`src/rtl/tap_controller.sv`:
```
// ---------------------------------------------------------------------------
// tap_controller
//
// IEEE 1149.1 TAP state machine plus instruction register. It sits directly
// upstream of the BIST boundary register chain. It decodes TMS into the
// sixteen TAP states and holds the current instruction. It also generates the
// chain controls and selects the serial source that is presented on TDO.
//
// Ports
//   TCK            in   test clock, all state updates on the rising edge
//   TRST_n         in   asynchronous active-low reset
//   TMS            in   mode select, sampled on TCK rising edge
//   TDI            in   serial data in, sampled on TCK rising edge
//   BIST_Shift_out in   serial output of the BIST register chain
//   TDO            out  serial data out (Shift-IR / Shift-DR source, else 0)
//   TDO_en         out  high in Shift-IR / Shift-DR
//   Shift_DR       out  high in Shift-DR while BIST is the selected DR
//   Test_Log_Res   out  high while the FSM is in Test-Logic-Reset
//   BIST_Sh_en     out  BIST shift-clock enable (Capture-DR / Shift-DR)
//   BIST_Com_en    out  BIST commit-clock enable (Update-DR)
//   IR_out         out  current (updated) instruction
// ---------------------------------------------------------------------------
module tap_controller #(
  parameter int              IR_W        = 4,
  parameter logic [IR_W-1:0] BIST_OPCODE = IR_W'(4'b0010)
) (
  input  logic            TCK,
  input  logic            TRST_n,
  input  logic            TMS,
  input  logic            TDI,
  input  logic            BIST_Shift_out,
  output logic            TDO,
  output logic            TDO_en,
  output logic            Shift_DR,
  output logic            Test_Log_Res,
  output logic            BIST_Sh_en,
  output logic            BIST_Com_en,
  output logic [IR_W-1:0] IR_out
);

  typedef enum logic [3:0] {
    TLR    = 4'd0,
    RTI    = 4'd1,
    SEL_DR = 4'd2,
    CAP_DR = 4'd3,
    SH_DR  = 4'd4,
    EX1_DR = 4'd5,
    PA_DR  = 4'd6,
    EX2_DR = 4'd7,
    UPD_DR = 4'd8,
    SEL_IR = 4'd9,
    CAP_IR = 4'd10,
    SH_IR  = 4'd11,
    EX1_IR = 4'd12,
    PA_IR  = 4'd13,
    EX2_IR = 4'd14,
    UPD_IR = 4'd15
  } tap_state_t;

  localparam logic [IR_W-1:0] IR_ONES    = {IR_W{1'b1}};
  // Capture pattern: LSBs fixed to 01 as the IR integrity check.
  localparam logic [IR_W-1:0] IR_CAPTURE = {{(IR_W-2){1'b1}}, 2'b01};

  tap_state_t      state_r, state_next_s;
  logic [IR_W-1:0] ir_r, ir_next_s;
  logic [IR_W-1:0] ir_sh_r, ir_sh_next_s;
  logic            bypass_r, bypass_next_s;
  logic            bist_sel_r, bist_sel_next_s;
  logic            tdo_en_r, shift_dr_r, tlr_r, sh_en_r, com_en_r;
  logic            tdo_s;

  // TAP state register
  always_ff @(posedge TCK or negedge TRST_n) begin
    if (!TRST_n) begin
      state_r <= TLR;
    end else begin
      state_r <= state_next_s;
    end
  end

  // TAP next-state decode from TMS
  always_comb begin
    state_next_s = TLR;
    case (state_r)
      TLR:    state_next_s = TMS ? TLR    : RTI;
      RTI:    state_next_s = TMS ? SEL_DR : RTI;
      SEL_DR: state_next_s = TMS ? SEL_IR : CAP_DR;
      CAP_DR: state_next_s = TMS ? EX1_DR : SH_DR;
      SH_DR:  state_next_s = TMS ? EX1_DR : SH_DR;
      EX1_DR: state_next_s = TMS ? UPD_DR : PA_DR;
      PA_DR:  state_next_s = TMS ? EX2_DR : PA_DR;
      EX2_DR: state_next_s = TMS ? UPD_DR : SH_DR;
      UPD_DR: state_next_s = TMS ? SEL_DR : RTI;
      SEL_IR: state_next_s = TMS ? TLR    : CAP_IR;
      CAP_IR: state_next_s = TMS ? EX1_IR : SH_IR;
      SH_IR:  state_next_s = TMS ? EX1_IR : SH_IR;
      EX1_IR: state_next_s = TMS ? UPD_IR : PA_IR;
      PA_IR:  state_next_s = TMS ? EX2_IR : PA_IR;
      EX2_IR: state_next_s = TMS ? UPD_IR : SH_IR;
      UPD_IR: state_next_s = TMS ? SEL_DR : RTI;
      default: state_next_s = TLR;
    endcase
  end

  // Instruction shift register and bypass bit next values
  always_comb begin
    ir_sh_next_s  = ir_sh_r;
    bypass_next_s = bypass_r;
    case (state_r)
      CAP_IR:  ir_sh_next_s  = IR_CAPTURE;
      SH_IR:   ir_sh_next_s  = {TDI, ir_sh_r[IR_W-1:1]};
      CAP_DR:  bypass_next_s = 1'b0;
      SH_DR:   bypass_next_s = TDI;
      default: begin
        ir_sh_next_s  = ir_sh_r;
        bypass_next_s = bypass_r;
      end
    endcase
  end

  // Instruction next value: forced to BYPASS on entering TLR, loaded on
  // entering Update-IR (ir_sh is stable in Exit1/Exit2, so nothing is lost),
  // otherwise held so a DR scan never sees the instruction change.
  always_comb begin
    ir_next_s = ir_r;
    if (state_next_s == TLR) begin
      ir_next_s = IR_ONES;
    end else if (state_next_s == UPD_IR) begin
      ir_next_s = ir_sh_r;
    end else begin
      ir_next_s = ir_r;
    end
    bist_sel_next_s = (ir_next_s == BIST_OPCODE);
  end

  // Shift registers, instruction and decoded outputs, all from next values
  always_ff @(posedge TCK or negedge TRST_n) begin
    if (!TRST_n) begin
      ir_sh_r    <= IR_ONES;
      bypass_r   <= 1'b0;
      ir_r       <= IR_ONES;
      bist_sel_r <= 1'b0;
      tdo_en_r   <= 1'b0;
      shift_dr_r <= 1'b0;
      tlr_r      <= 1'b1;
      sh_en_r    <= 1'b0;
      com_en_r   <= 1'b0;
    end else begin
      ir_sh_r    <= ir_sh_next_s;
      bypass_r   <= bypass_next_s;
      ir_r       <= ir_next_s;
      bist_sel_r <= bist_sel_next_s;
      tdo_en_r   <= (state_next_s == SH_IR) || (state_next_s == SH_DR);
      shift_dr_r <= (state_next_s == SH_DR) && bist_sel_next_s;
      tlr_r      <= (state_next_s == TLR);
      sh_en_r    <= ((state_next_s == CAP_DR) || (state_next_s == SH_DR)) && bist_sel_next_s;
      com_en_r   <= (state_next_s == UPD_DR) && bist_sel_next_s;
    end
  end

  // TDO source select; BIST_Shift_out is passed straight through because the
  // chain is clocked by the same edge, and pad-ring retiming follows.
  always_comb begin
    tdo_s = 1'b0;
    if (state_r == SH_IR) begin
      tdo_s = ir_sh_r[0];
    end else if (state_r == SH_DR) begin
      tdo_s = bist_sel_r ? BIST_Shift_out : bypass_r;
    end else begin
      tdo_s = 1'b0;
    end
  end

  assign TDO          = tdo_s;
  assign TDO_en       = tdo_en_r;
  assign Shift_DR     = shift_dr_r;
  assign Test_Log_Res = tlr_r;
  assign BIST_Sh_en   = sh_en_r;
  assign BIST_Com_en  = com_en_r;
  assign IR_out       = ir_r;

endmodule
```
`config.mk`:
```
export PLATFORM = sky130hd
export DESIGN_NAME = tap_controller
export DESIGN_NICKNAME = d
export VERILOG_FILES = /design/src/rtl/tap_controller.sv
export SDC_FILE = /design/constraint.sdc
export NUM_CORES = 1
export LEC_CHECK = 0
export CAP_MARGIN = 20
export CORE_ASPECT_RATIO = 1.1
export CORE_MARGIN = 3
export CORE_UTILIZATION = 56
export CTS_CLUSTER_DIAMETER = 150
export DETAILED_ROUTE_END_ITERATION = 12
export PLACE_DENSITY = 0.87
export SLEW_MARGIN = 0
export SYNTH_ARGS = -nofsm -noshare
export SYNTH_HDL_FRONTEND = slang
export SYNTH_SLANG_ARGS = --single-unit
```
`constraint.sdc`:
```
create_clock -name TCK -period 2.71 [get_ports TCK]
set_input_delay 0.542 -clock TCK [delete_from_list [all_inputs] [get_ports TCK]]
set_output_delay 0.542 -clock TCK [all_outputs]
set_load 0.02 [all_outputs]
```
==> impl_metrics.ini, run 1 <==
[outcome]
status = finished, final reports clean

[yosys]
synth_edf_count = 0
synth_seq_area_share = 0.467
syn_inst = 107
synthXorXnorAreaFrac = 0.00840
yosys.area_share.adder = 0
synth_cell_types = 37
synth_top_area_cell = dfrtp_1
ys_seq_elements = 19
yosysWarnings = 0
synth_top_family_by_area = simple AND/OR/NAND/NOR gates
yosys.area_share.simple = 0.244
synth-async-reset-ratio = 1.00
yosys-top-cells-area = dfrtp_1, dfstp_2, mux2i_1
synth_ff_type = dfrtp_1
syn_area_um2 = 1040
synth_compound_area_frac = 0.161
synth_nets = 112
muxShareOfSynthArea = 0.0480
synth.avg_cell_area_um2 = 9.74
yosys.area.top_type_share = 0.240

[timing]
fin_crit_sh = 0.966
rsz0062_at_grt = no
finClkSkew_ns = 0.00498
setup_viol = 0
final-hold-violation-count = 0
fmax_mhz = 382
slew_violations = 0
worst_slew_margin_rel = 0.467
worst_pin_slew_ns = 0.797
fin_crit_ns = 2.62
timing.final.ws_setup_ns = 0.0931
finalSetupTns_ns = 0

[critical_path]
crit_chain = or4b_1, o32ai_1, clkdlybuf4s50_1
crit_slowest_cell = clkdlybuf4s50_1
crit_required_ns = 2.17
crit_type = reg -> out
cpLargestDelayFamily = buffers and inverters
cp.arrival_ns = 2.07
rrSetupSlack_ns = 1.12
rr_startpoint = state_r[0]
worstRegToRegCells = 4
critPathMaxFanout = 3
timing.critical_path.buf_inv = 1
r2r-end = bist_sel_r
cp-start-kind = flip-flop
max_stage_delay_ns = 0.65
end_kind = output port

[grt]
antenna_found_initial = 0
grt_max_degree = 20
overflow = 0
grt_pass1_vias = 755
grt_pass1_wl_um = 3440
track_usage = 0.201

[clock_tree]
clock-root-buffer = clkbuf_4
cts_max_level = 1
clk_latency_ns = 0.29
cts_tree = done
cts_setup_buffers = 0
cts_sinks = 19
numCtsBuffers = 3
clk_pin_slew_ns = 0.11
clk_path_buf_depth = 2
cts_resized = 0
hold_buffers = 0

[placement]
dp_slack_ns = 0.379
routabilityCongestion = 0.845
dp_hpwl_um = 1340
io_buffers = 14

[final_layout]
final_util = 0.733
nNetsFinal = 126
layout-drive-gt1-share = 0.200
final_cell_mix = clkdlybuf4s50_1, nand2_1, dfrtp_1, dfstp_2
areaGrowthSynthToFinish_pct = 16.2
num_antenna_cells = 0
mostFrequentLayoutCell = clkdlybuf4s50_1

[power_and_ir_drop]
total_power_mw = 1.37
max-vdd-ir-drop_uv = 603
p_leak_nw = 0.532
cellPowerDensity_nw_per_um2 = 1140

[hold_path]
hp-class = reg -> reg
hold-path-endpoint = ir_sh_r[2]
whs_path_depth = 2
min-delay-start = ir_sh_r[2]

[detailed_routing]
drcViolationCount = 0
drt_iter0_drc = 15
wl_um = 1950
wl_per_cell_um = 14.2
routed_via_density = 5.91
antenna_left = 0
first_pass_iters = 4
via_count = 809

[floorplanning]
die_y_um = 51.2
dieArea_um2 = 2420
num_io_pins = 15
core_area_um2 = 1650
initial_core_util = 0.631
die_width_um = 47.1
fp-row-count = 15

[job]
cap_violations = 0
-- registers in the layout (all words and copies together) (netlist names) --
signal	flops
BIST_Com_en	1
BIST_Sh_en	1
IR_out	4
Shift_DR	1
TDO_en	1
Test_Log_Res	1
bist_sel_r	1
bypass_r	1
ir_sh_r	4
state_r	4
-- cells in the mapped netlist, types with 3 or more instances --
cell and count:
buf_2 3, nor3_1 4, nand2_1 12, o32ai_1 3, dfstp_2 9, inv_1 5
nor2b_1 4, mux2i_1 5, a21oi_1 8, nand2b_1 3, o21ai_0 8, clkbuf_1 4
dfrtp_1 10
-- worst max-delay path by stage --
stage,from,to,slack [ns],cells after the start
after global routing,state_r[1],TDO,0.01,3
after detailed placement,BIST_Shift_out,TDO,0.38,4
final,state_r[1],TDO,0.09,3
after CTS,state_r[1],TDO,0.08,3
after floorplan,state_r[0],TDO,0.75,4
after global placement,BIST_Shift_out,TDO,0.37,4
-- power breakdown --
| part | switching, mW | leakage, nW | internal (mW) | total (mW) |
|---|---|---|---|---|
| clock network | 0.0846 | 0.0150 | 0.0573 | 0.142 |
| logic | 0.402 | 0.294 | 0.326 | 0.728 |
| registers | 0.0673 | 0.223 | 0.437 | 0.505 |
| total | 0.554 | 0.532 | 0.821 | 1.37 |
-- cells by family (layout without fill, tap and decap cells) --
group           after synthesis  count (layout)
simple gates                 40              40
compound gates               27              27
flops                        19              19
buf+inv                      15              28
mux                           5               5
xor+xnor                      1               1
-- metrics by stage --
stage | std cells | instance area, um2 | hold slack [ns]
after CTS | 137 | 1210 | 0.511
after global routing | 137 | 1210 | 0.539
after detailed placement | 133 | 1180 | 0.495
after floorplan | 107 | 1040 | 0.246
final | 137 | 1210 | 0.509
after global placement | 133 | 1180 | 0.482
-- layout make-up --
cell class	count	area [um2]
well taps	17	21.3
clock buffers	4	26.3
repair buffers	19	178
multi-input cells	73	480
inverters	5	18.8
fillers	121	440
flip-flops and latches	19	487
-- worst reg2reg max path: cells and delay by family, from the launching register on --
family        cells  cell delay (ns)
buf+inv           1             0.19
flops             1             0.39
simple gates      3             0.91
-- per-layer routing --
metal	vias up	GRT usage	share of wire
li1	406	-	-
met1	374	0.279	0.46
met2	24	0.299	0.46
met3	5	0.0317	0.053
met4	0	0.0968	0.022
met5	-	0	0
(Power assumes the default switching activity.)
==> run 2, diff against run 1 <==
- CELL_PAD_IN_SITES_DETAIL_PLACEMENT: unset -> 1
- CELL_PAD_IN_SITES_GLOBAL_PLACEMENT: unset -> 1
- CORE_UTILIZATION: 56 -> 43
- PLACE_DENSITY: 0.87 -> 0.91
- SLEW_MARGIN: 0 -> 20
==> run 2 against run 1 <==
Clock power increased by 5%. Global-route usage fell by 1.6 points. Sequential power up 1%. Count of clock-buffer cells in the layout decreased by 1. Worst hold slack gained 0.00083 ns. Critical path depth stayed put. Highest routed layer unchanged. Clock skew rose by 0.0022 ns.
==> impl_metrics.ini, run 2 (synthesis results as in run 1) <==
[critical_path]
r2r-end = bist_sel_r
cp-startpoint = state_r[1]
cp.arrival_ns = 1.71
cp-start-kind = flip-flop
crit_type = reg -> out
end_kind = output port
cp-endpoint = TDO
rrSetupSlack_ns = 1.09
crit_required_ns = 2.17
worstRegToRegCells = 4
critPathMaxFanout = 3
rr_startpoint = state_r[0]

[final_layout]
layout-drive-gt1-share = 0.208
num_antenna_cells = 0
final_cell_mix = clkdlybuf4s50_1, nand2_1, dfrtp_1, dfstp_2
final_util = 0.541
nNetsFinal = 126
nFillCells = 257
areaGrowthSynthToFinish_pct = 18.1
mostFrequentLayoutCell = clkdlybuf4s50_1

[timing]
holdWs_ns = 0.510
rsz0062_at_grt = no
final-hold-violation-count = 0
finClkSkew_ns = 0.00720
worst_slew_margin_rel = 0.467
fmax_mhz = 444
finalSetupTns_ns = 0
fin_crit_sh = 0.832
timing.final.ws_setup_ns = 0.456
fin_crit_ns = 2.25
slew_violations = 0
worst_pin_slew_ns = 0.797
setup_viol = 0

[hold_path]
hp-class = reg -> reg

[detailed_routing]
via_count = 852
top_layer = met4
routed_via_density = 5.68
first_pass_iters = 4
drcViolationCount = 0
drt_iter0_drc = 11
dr_wl_met2_um = 1230
antenna_left = 0
wl_met3_um = 89
drt-met1-wl_um = 1050
wl_um = 2400
wl_per_cell_um = 16.0

[clock_tree]
clock-root-buffer = clkbuf_4
cts_sinks = 19
clk_latency_ns = 0.31
clk_pin_slew_ns = 0.12
hold_buffers = 0
cts_tree = done
clk_path_buf_depth = 2
numCtsBuffers = 3
cts_max_level = 1

[grt]
antenna_found_initial = 0
grt_pass1_wl_um = 4190
grt_max_degree = 20
track_usage = 0.185
overflow = 0
grt_pass1_vias = 867

[floorplanning]
die_width_um = 52.9
initial_core_util = 0.458
core_area_um2 = 2270
fp-row-count = 18
die_y_um = 57.6
dieArea_um2 = 3050
num_io_pins = 15

[power_and_ir_drop]
max-vdd-ir-drop_uv = 634
sw_frac_of_total = 0.421
p_leak_nw = 0.553
p_sw_mw = 0.595
internal_power_mw = 0.819
power_frac_comb = 0.534
pwr-share-seq = 0.361
power.share.clock = 0.105
cellPowerDensity_nw_per_um2 = 1150

[placement]
dp_hpwl_um = 1760
io_buffers = 14
routabilityCongestion = 0.766
dp_slack_ns = 0.291

[outcome]
status = finished, final reports clean

[job]
cap_violations = 0
==> run 2: changes by cell type in the layout (fill, tap and decap cells not counted) <==
cell             previous run  this run
clkbuf_1                    1         0
clkinv_2                    0         1
dlymetal6s2s_1              0         1
clkdlybuf4s50_1            14        13
==> run 2: area by class of cell <==
class / instances / area [um2] / share of cell area
Clock buffer: 3 / 22.5 / 0.0183
Clock inverter: 1 / 5.00 / 0.00407
Inverter: 5 / 18.8 / 0.0152
Multi-Input combinational cell: 73 / 480 / 0.390
Sequential cell: 19 / 487 / 0.395
Tap cell: 30 / 37.5 / 0.0305
Timing Repair Buffer: 19 / 180 / 0.146
==> run 2: routing by layer <==
layer / track usage / vias to the layer above
li1: - / 401
met1: 0.253 / 425
met2: 0.307 / 23
met3: 0.0154 / 3
met4: 0.0657 / 0
met5: 0 / -
==> run 2: how the worst min path moves through the flow <==
stage          startpoint     endpoint  slack, ns  cells after the start
2_1_floorplan      TRST_n  BIST_Com_en       0.25                      0
3_3_place_gp   ir_sh_r[1]   ir_sh_r[1]       0.48                      2
3_5_place_dp   ir_sh_r[3]   ir_sh_r[3]       0.52                      2
4_1_cts        ir_sh_r[2]   ir_sh_r[2]       0.51                      2
5_1_grt        ir_sh_r[2]   ir_sh_r[2]       0.54                      2
6_report       ir_sh_r[2]   ir_sh_r[2]       0.51                      2
==> run 2: power by group through the flow <==
stage / clock network (mW) / registers, mW / logic [mW]
after floorplan: 0 / 0.550 / 0.481
after global placement: 0 / 0.507 / 0.716
after detailed placement: 0 / 0.518 / 0.747
after CTS: 0.149 / 0.511 / 0.754
after global routing: 0.164 / 0.530 / 0.838
final: 0.149 / 0.510 / 0.755
==> run 2: what timing repair did <==
| item | in CTS | in global routing |
|---|---|---|
| gates resized for setup | 0 | 1 |
| setup endpoints to repair | 0 | 1 |
| buffers inserted | 0 | 0 |
==> run 2: critical path: stages, from the launching register on <==
cell,delay (ns)
dfrtp_1,0.39
or4b_1,0.58
o32ai_1,0.17
dlymetal6s2s_1,0.27
==> run 2: metrics by stage <==
step / std cells / instance area (um2) / total power [mW]
after floorplan: 107 / 1040 / 1.03
after global placement: 146 / 1200 / 1.22
after detailed placement: 146 / 1200 / 1.27
after CTS: 150 / 1230 / 1.41
after global routing: 150 / 1230 / 1.53
final: 150 / 1230 / 1.41
==> run 3, diff against run 2 <==
- CORE_UTILIZATION: 43 -> 36
- PLACE_DENSITY: 0.91 -> 0.83
- clock period: 2.71 -> 1.9 ns (I/O delays scaled with it)
==> run 3 against run 2 <==
The flow now finishes with violations (negative setup slack). Wire length is 4.3% higher. Critical endpoint unchanged. Combinational power is 62% higher. Count of clock-buffer cells in the layout stayed put.
==> impl_metrics.ini, run 3 (synthesis results as in run 1) <==
[outcome]
status = complete, but fails checks
violations = negative setup slack

[critical_path]
end_kind = output port
cp-start-kind = flip-flop
crit_slowest_cell = or4b_4
max_stage_delay_ns = 0.56
rrSetupSlack_ns = 0.27
crit_required_ns = 1.52
cp_num_cells = 3
timing.critical_path.buf_inv = 1
r2r-end = IR_out[2]
cp.arrival_ns = 1.53
crit_type = reg -> out
worstRegToRegCells = 6
critPathMaxFanout = 2
crit_chain = or4b_4, o32ai_4, buf_6
rr_startpoint = state_r[2]
cpLargestDelayFamily = simple AND/OR/NAND/NOR gates

[timing]
finClkSkew_ns = 0.00931
holdWs_ns = 0.384
slew_violations = 0
fin_crit_sh = 1.01
setup_viol = 1
timing.final.ws_setup_ns = -0.00984
fin_crit_ns = 1.91
worst_slew_margin_rel = 0.805
rsz0062_at_grt = yes
fmax_mhz = 524
worst_pin_slew_ns = 0.291
final-hold-violation-count = 0

[floorplanning]
initial_core_util = 0.395
fp-row-count = 19
core_area_um2 = 2640
dieArea_um2 = 3580
num_io_pins = 15
die_y_um = 62.4
die_width_um = 57.3

[power_and_ir_drop]
pwr-share-seq = 0.338
p_sw_mw = 0.887
sw_frac_of_total = 0.411
p_leak_nw = 0.605
internal_power_mw = 1.27
total_power_mw = 2.16
power.share.clock = 0.099
max-vdd-ir-drop_uv = 1110
cellPowerDensity_nw_per_um2 = 1620
power_frac_comb = 0.563

[final_layout]
final_cell_mix = buf_4, nand2_1, dfrtp_1, clkdlybuf4s50_1, dfstp_2
nNetsFinal = 136
mostFrequentLayoutCell = buf_4
layout-drive-gt1-share = 0.292
num_antenna_cells = 0
areaGrowthSynthToFinish_pct = 28.2

[detailed_routing]
wl_um = 2500
routed_via_density = 5.52
antenna_left = 0
drt_iter0_drc = 30
drcViolationCount = 0
wl_per_cell_um = 15.5
first_pass_iters = 4
via_count = 889

[clock_tree]
clk_latency_ns = 0.31
hold_buffers = 0
cts_sinks = 19
clk_path_buf_depth = 2
clock-root-buffer = clkbuf_4
cts_max_level = 1
clk_pin_slew_ns = 0.12
cts_tree = done
numCtsBuffers = 3

[grt]
overflow = 0
grt_max_degree = 20
grt_pass1_vias = 911
track_usage = 0.151
grt_pass1_wl_um = 4230
antenna_found_initial = 0

[placement]
routabilityCongestion = 0.824
io_buffers = 14
dp_hpwl_um = 1800

[hold_path]
hp-class = in -> async

[job]
cap_violations = 0
[run 3: stage by stage]
stage | cell area [um2] | util | setup TNS [ns] | setup slack [ns] | cells
2_1_floorplan | 1040 | - | 0 | 0.102 | 107
3_3_place_gp | 1270 | 0.481 | -0.189 | -0.189 | 156
3_5_place_dp | 1270 | 0.481 | -0.195 | -0.195 | 156
4_1_cts | 1310 | 0.495 | -0.0312 | -0.0312 | 160
5_1_grt | 1340 | 0.506 | -0.0569 | -0.0569 | 161
6_report | 1340 | 0.506 | -0.00984 | -0.00984 | 161
[run 3: how the worst max path moves through the flow]
stage	start	slack [ns]	end
CTS	state_r[1]	-0.03	TDO
floorplan	state_r[0]	0.10	TDO
global placement	state_r[1]	-0.19	TDO
global route	state_r[3]	-0.06	TDO
detailed placement	state_r[1]	-0.19	TDO
finish	state_r[3]	-0.01	TDO
[run 3: power by group through the flow]
stage / clock network [mW] / registers [mW] / logic, mW
5_1_grt: 0.240 / 0.754 / 1.34
3_5_place_dp: 0 / 0.739 / 1.16
4_1_cts: 0.222 / 0.733 / 1.19
6_report: 0.214 / 0.730 / 1.22
3_3_place_gp: 0 / 0.725 / 1.11
2_1_floorplan: 0 / 0.785 / 0.686
[run 3: timing repair]
action	CTS	global route
pin swaps	1	1
setup endpoints to repair	1	4
buffers inserted	0	1
cloned	0	0
gates resized for setup	8	5
[run 3: area by class of cell]
class | count | area [um2]
fill | 295 | 1300
multi-input combinational | 73 | 503
sequential | 19 | 487
timing repair buffer | 29 | 262
tap | 31 | 38.8
clock buffer | 3 | 22.5
inverter | 5 | 18.8
clock inverter | 1 | 5.00
[run 3: metal layers]
layer  up-vias  global-route usage  share of wire  routed length [um]
met5         -                   0              0                   0
met4         0              0.0957          0.030                  75
met3         7              0.0269          0.040                 100
met2        19               0.221           0.46                1150
met1       441               0.202           0.47                1170
li1        422                   -              -                   -
[run 3: worst reg2reg max path, stage by stage (launching register included)]
cell and delay, ns:
dfrtp_1 0.41, buf_4 0.14, buf_4 0.15, nand2b_4 0.14
or4b_4 0.53, buf_4 0.16, nand2_1 0.06
